--- src/rtl/vram_rect_writer.sv ---
// Rectangle-fill write engine for port B of the 960x480 background VRAM.
// Clips each command to the VRAM bounds and writes one pixel per granted cycle.
//
//   state  | meaning
//   -------+-----------------------------------------------------------
//   IDLE   | waiting for a command, cmd_ready high
//   CLIP   | compute clipped end coordinates, reject empty rectangles
//   FILL   | raster-order writes, one per cycle with wr_allow high
//   DONE   | one-cycle done pulse, back to IDLE
module vram_rect_writer #(
  parameter int VRAM_W  = 960,
  parameter int VRAM_H  = 480,
  parameter int ADDR_W  = 19,
  parameter int COLOR_W = 9
) (
  input  logic               clk_25mhz,
  input  logic               RST_N,
  input  logic               cmd_valid,
  output logic               cmd_ready,
  input  logic [9:0]         cmd_x,
  input  logic [9:0]         cmd_y,
  input  logic [9:0]         cmd_w,
  input  logic [9:0]         cmd_h,
  input  logic [COLOR_W-1:0] cmd_color,
  input  logic               wr_allow,
  output logic [ADDR_W-1:0]  vram_addrb,
  output logic [COLOR_W-1:0] vram_dinb,
  output logic               vram_web,
  output logic               busy,
  output logic               done
);

  typedef enum logic [1:0] {
    S_IDLE = 2'd0,
    S_CLIP = 2'd1,
    S_FILL = 2'd2,
    S_DONE = 2'd3
  } state_t;

  localparam logic [10:0]       W11   = 11'(VRAM_W);
  localparam logic [10:0]       H11   = 11'(VRAM_H);
  localparam logic [ADDR_W-1:0] PITCH = ADDR_W'(VRAM_W);

  state_t               state, state_n;
  logic [9:0]           x_r, y_r, w_r, h_r;
  logic [9:0]           x_n, y_n, w_n, h_n;
  logic [COLOR_W-1:0]   color_r, color_n;
  logic [10:0]          x_end, y_end, x_end_n, y_end_n;
  logic [10:0]          cx, cy, cx_n, cy_n;
  logic [ADDR_W-1:0]    row_base, row_base_n;
  logic [ADDR_W-1:0]    addr_n;
  logic [COLOR_W-1:0]   din_n;
  logic                 web_n;
  logic [10:0]          sum_x, sum_y;

  assign cmd_ready = (state == S_IDLE) & RST_N;
  assign busy      = (state != S_IDLE);
  assign done      = (state == S_DONE);

  // 11-bit sums so x+w and y+h never wrap before clipping
  assign sum_x = {1'b0, x_r} + {1'b0, w_r};
  assign sum_y = {1'b0, y_r} + {1'b0, h_r};

  always_comb begin
    state_n    = state;
    x_n        = x_r;
    y_n        = y_r;
    w_n        = w_r;
    h_n        = h_r;
    color_n    = color_r;
    x_end_n    = x_end;
    y_end_n    = y_end;
    cx_n       = cx;
    cy_n       = cy;
    row_base_n = row_base;
    addr_n     = vram_addrb;
    din_n      = vram_dinb;
    web_n      = 1'b0;

    case (state)
      S_IDLE: begin
        if (cmd_valid) begin
          x_n     = cmd_x;
          y_n     = cmd_y;
          w_n     = cmd_w;
          h_n     = cmd_h;
          color_n = cmd_color;
          state_n = S_CLIP;
        end
      end

      S_CLIP: begin
        x_end_n = (sum_x > W11) ? W11 : sum_x;
        y_end_n = (sum_y > H11) ? H11 : sum_y;
        if ((w_r == 10'd0) || (h_r == 10'd0) ||
            ({1'b0, x_r} >= W11) || ({1'b0, y_r} >= H11)) begin
          state_n = S_DONE;
        end else begin
          row_base_n = ADDR_W'(y_r) * PITCH;
          cx_n       = {1'b0, x_r};
          cy_n       = {1'b0, y_r};
          state_n    = S_FILL;
        end
      end

      S_FILL: begin
        // cy reaches y_end once the last pixel is registered; this extra cycle
        // lets that write leave port B before DONE is shown
        if (cy == y_end) begin
          state_n = S_DONE;
        end else if (wr_allow) begin
          web_n  = 1'b1;
          addr_n = row_base + ADDR_W'(cx);
          din_n  = color_r;
          if (cx == (x_end - 11'd1)) begin
            cx_n       = {1'b0, x_r};
            cy_n       = cy + 11'd1;
            row_base_n = row_base + PITCH;
          end else begin
            cx_n = cx + 11'd1;
          end
        end
      end

      S_DONE: begin
        state_n = S_IDLE;
      end

      default: begin
        state_n = S_IDLE;
      end
    endcase
  end

  always_ff @(posedge clk_25mhz) begin
    if (!RST_N) begin
      state      <= S_IDLE;
      x_r        <= '0;
      y_r        <= '0;
      w_r        <= '0;
      h_r        <= '0;
      color_r    <= '0;
      x_end      <= '0;
      y_end      <= '0;
      cx         <= '0;
      cy         <= '0;
      row_base   <= '0;
      vram_addrb <= '0;
      vram_dinb  <= '0;
      vram_web   <= 1'b0;
    end else begin
      state      <= state_n;
      x_r        <= x_n;
      y_r        <= y_n;
      w_r        <= w_n;
      h_r        <= h_n;
      color_r    <= color_n;
      x_end      <= x_end_n;
      y_end      <= y_end_n;
      cx         <= cx_n;
      cy         <= cy_n;
      row_base   <= row_base_n;
      vram_addrb <= addr_n;
      vram_dinb  <= din_n;
      vram_web   <= web_n;
    end
  end

endmodule
--- config.mk ---
export PLATFORM = sky130hd
export DESIGN_NAME = vram_rect_writer
export DESIGN_NICKNAME = d
export VERILOG_FILES = /design/src/rtl/vram_rect_writer.sv
export SDC_FILE = /design/constraint.sdc
export NUM_CORES = 1
export LEC_CHECK = 0
export BUFFER_PORTS_ARGS = -buffer_cell sky130_fd_sc_hd__buf_2
export CELL_PAD_IN_SITES_DETAIL_PLACEMENT = 1
export CELL_PAD_IN_SITES_GLOBAL_PLACEMENT = 2
export CORE_MARGIN = 1.5
export CORE_UTILIZATION = 30
export DETAILED_ROUTE_END_ITERATION = 10
export PLACE_DENSITY_LB_ADDON = 0.05
export SLEW_MARGIN = 20
export SYNTH_ARGS = -nofsm -noshare
export SYNTH_HDL_FRONTEND = slang
export SYNTH_SLANG_ARGS = --single-unit
--- constraint.sdc ---
create_clock -name clk_25mhz -period 4.7 [get_ports clk_25mhz]
set_clock_uncertainty 0.15 [all_clocks]
set_input_delay 0.94 -clock clk_25mhz [delete_from_list [all_inputs] [get_ports clk_25mhz]]
set_output_delay 0.94 -clock clk_25mhz [all_outputs]
set_load 0.01 [all_outputs]
==> reports/results.ini <==
[timing]
slew_headroom=0.304
fin_crit_sh=0.811
fmax_ghz=0.262
hold_viol=0
min_period_ps=3810
report.final.slew_viol_count=0
rsz0062_at_grt=no
tns_ps=0
setup_violations=0
worst_slew_pin_slew_ps=1040

[floorplanning]
dieArea_mm2=0.0296
core_mm2=0.0279
num_rows=61
die_w_um=172
num_io_pins=85
initial_core_util=0.307
die_h_um=172

[worst_hold_path]
worstHoldPathCells=2
hold_end=color_r[3]
min_path_type=register to register
min_from=color_r[3]

[worst_setup_path]
cp_max_fo=7
r2r-start=y_r[1]
worstPathArrival_ps=3980
slowest_stage=dfxtp_1
start_kind=register
worstReg2RegEnd=row_base[17]
crit_chain=inv_1, fa_1, fa_1, inv_1, ha_1, o21ai_0, o21ai_0, a2111o_1, a31oi_1, xor2_1, o2111ai_1, o211a_1
cpPeakStageDelay_ps=510
worstPathRequired_ps=4870
reg2reg_depth=12
ff2ff_setup_slack_ps=890
cp-end-kind=register
worstSetupPathType=register to register

[logic_synthesis]
synth_flop_cell=dfxtp_1
synth-edff-count=0
ys_async_sr_fraction=0
syn-num-nets=1170
ys_warn_count=0
ys_types=74
synth_area_leaders=dfxtp_1 (32%), ha_1 (7.9%), nand2_1 (6.7%)
yosysTopAreaCell=dfxtp_1
postSynthAreaPerCell_um2=8.21
syn_inst=1044
netlist_area_mm2=0.00857
ys_seq_area_frac=0.320
synth_top_area_share=0.320
synth-seq-cells=137

[job]
maxCapViolations=0

[placed_design]
port_buffers=84
placed_cell_area_mm2=0.00933
gp_congestion=0.766
dp_cells=1462
hpwl_um=19600

[layout]
diodes=0
final_cell_mix=nand2_1 (152), dfxtp_1 (137), a21oi_1 (100)
fin_nets=1229
area_growth_pct=15.6
n_fill_cell=3398
stdcell_area_mm2=0.00991
multi_input_area_mm2=0.00541
final_cell_count_no_fill=1494
drive_above_1_share=0.134
final_common_cell=nand2_1
regArea_mm2=0.00274

[cts]
cts_root_buf=clkbuf_16
cts_num_sinks=137
cts_tree=built
cts-buffers-inserted=17
ctsHoldBuffers=0
h-tree-depth=4
postCtsSetupBuffers=0
worstSkewPairLatency_ps=430
clkTransAtPathRegs_ps=70
clock_path_buffers=2
cts.repair.resized=0

[outcome]
status=finished, final reports clean

[route]
drc=0
wl_um=26300
antenna_left=0
num_vias=7495
routed_via_density=5.02
drt_iter0_markers=298
routedWlPerCell_um=17.6
firstDrtPassIters=4

[global_route]
antenna_found_initial=0
grt_pass1_vias=7644
grt_first_pass_wirelength_um=42200
grt_max_degree=54
gr-total-overflow=0
gr-usage-all-layers=0.184

[power_and_ir_drop]
p_leak_nw=4.11
ir_worst_vdd_uv=224
cellPowerDensity_mw_per_mm2=528

-- registers in the layout (all words and copies together), names as in the netlist --
name,cells
color_r,9
cx,11
cy,11
h_r,10
row_base,13
state,2
vram_addrb,19
vram_dinb,9
vram_web,1
w_r,10
x_end,11
x_r,10
y_end,11
y_r,10
-- layer usage --
| metal | vias up | global-route usage | routed length, µm |
|---|---|---|---|
| met1 | 3546 | 0.252 | 13400 |
| met2 | 106 | 0.298 | 11800 |
| met4 | 0 | 0.0427 | 238 |
| met5 | - | 0 | 0 |
| li1 | 3832 | - | - |
| met3 | 11 | 0.0369 | 893 |
-- cell families after synthesis --
kind of cell | share of synthesized area
AND/OR/NAND/NOR | 0.200
adder cells (fa/ha/maj) | 0.123
AO/OA/AOI/OAI | 0.211
flip-flops | 0.320
multiplexers | 0.0444
buffers and inverters | 0.0508
XOR/XNOR | 0.0501
-- cell usage after synthesis, drive strengths merged (14+ instances only) --
library cell  instances
a211oi               14
a21oi               100
a31oi                14
buf                  15
clkbuf               41
dfxtp               137
fa                   19
ha                   54
inv                  50
mux2i                38
nand2               152
nand3                31
nor2                 73
nor3                 14
o21ai                55
xnor2                25
xor2                 24
-- critical path: cells and delay by family, from the launching register on --
kind	cells	cell delay (ps)
adder cells (fa/ha/maj)	3	1350
buffers and inverters	2	180
AO/OA/AOI/OAI	6	1310
XOR/XNOR	1	190
flip-flops	1	510
-- cell type report --
cell class	instances	share of cell area
Sequential cell	137	0.277
Clock inverter	14	0.0139
Timing Repair Buffer	96	0.0515
Inverter	51	0.0194
Tap cell	378	0.0477
Clock buffer	18	0.0443
Multi-Input combinational cell	800	0.546
-- worst max-delay path by stage --
stage / startpoint / to / slack (ps)
after floorplan: y_r[1] / row_base[17] / 1240
final: y_r[1] / row_base[17] / 890
after detailed placement: y_r[1] / row_base[17] / 880
after CTS: y_r[1] / row_base[17] / 860
after global placement: y_r[1] / row_base[17] / 980
after global routing: y_r[1] / row_base[17] / 640
-- where the power goes --
group / total [W] / switching [W] / internal (W)
sequential: 0.00165 / 0.000274 / 0.00137
clock: 0.00134 / 0.000588 / 0.000755
combinational: 0.00224 / 0.00137 / 0.000875
-- through the flow --
stage,hold WS (ps),power (W),util,setup WS [ps]
CTS,311,0.00533,0.355,864
floorplan,286,0.00327,-,1240
finish,307,0.00523,0.355,888
global placement,296,0.00394,0.334,982
global route,336,0.00566,0.355,644
detailed placement,301,0.00395,0.334,881
(Power assumes the default switching activity.)
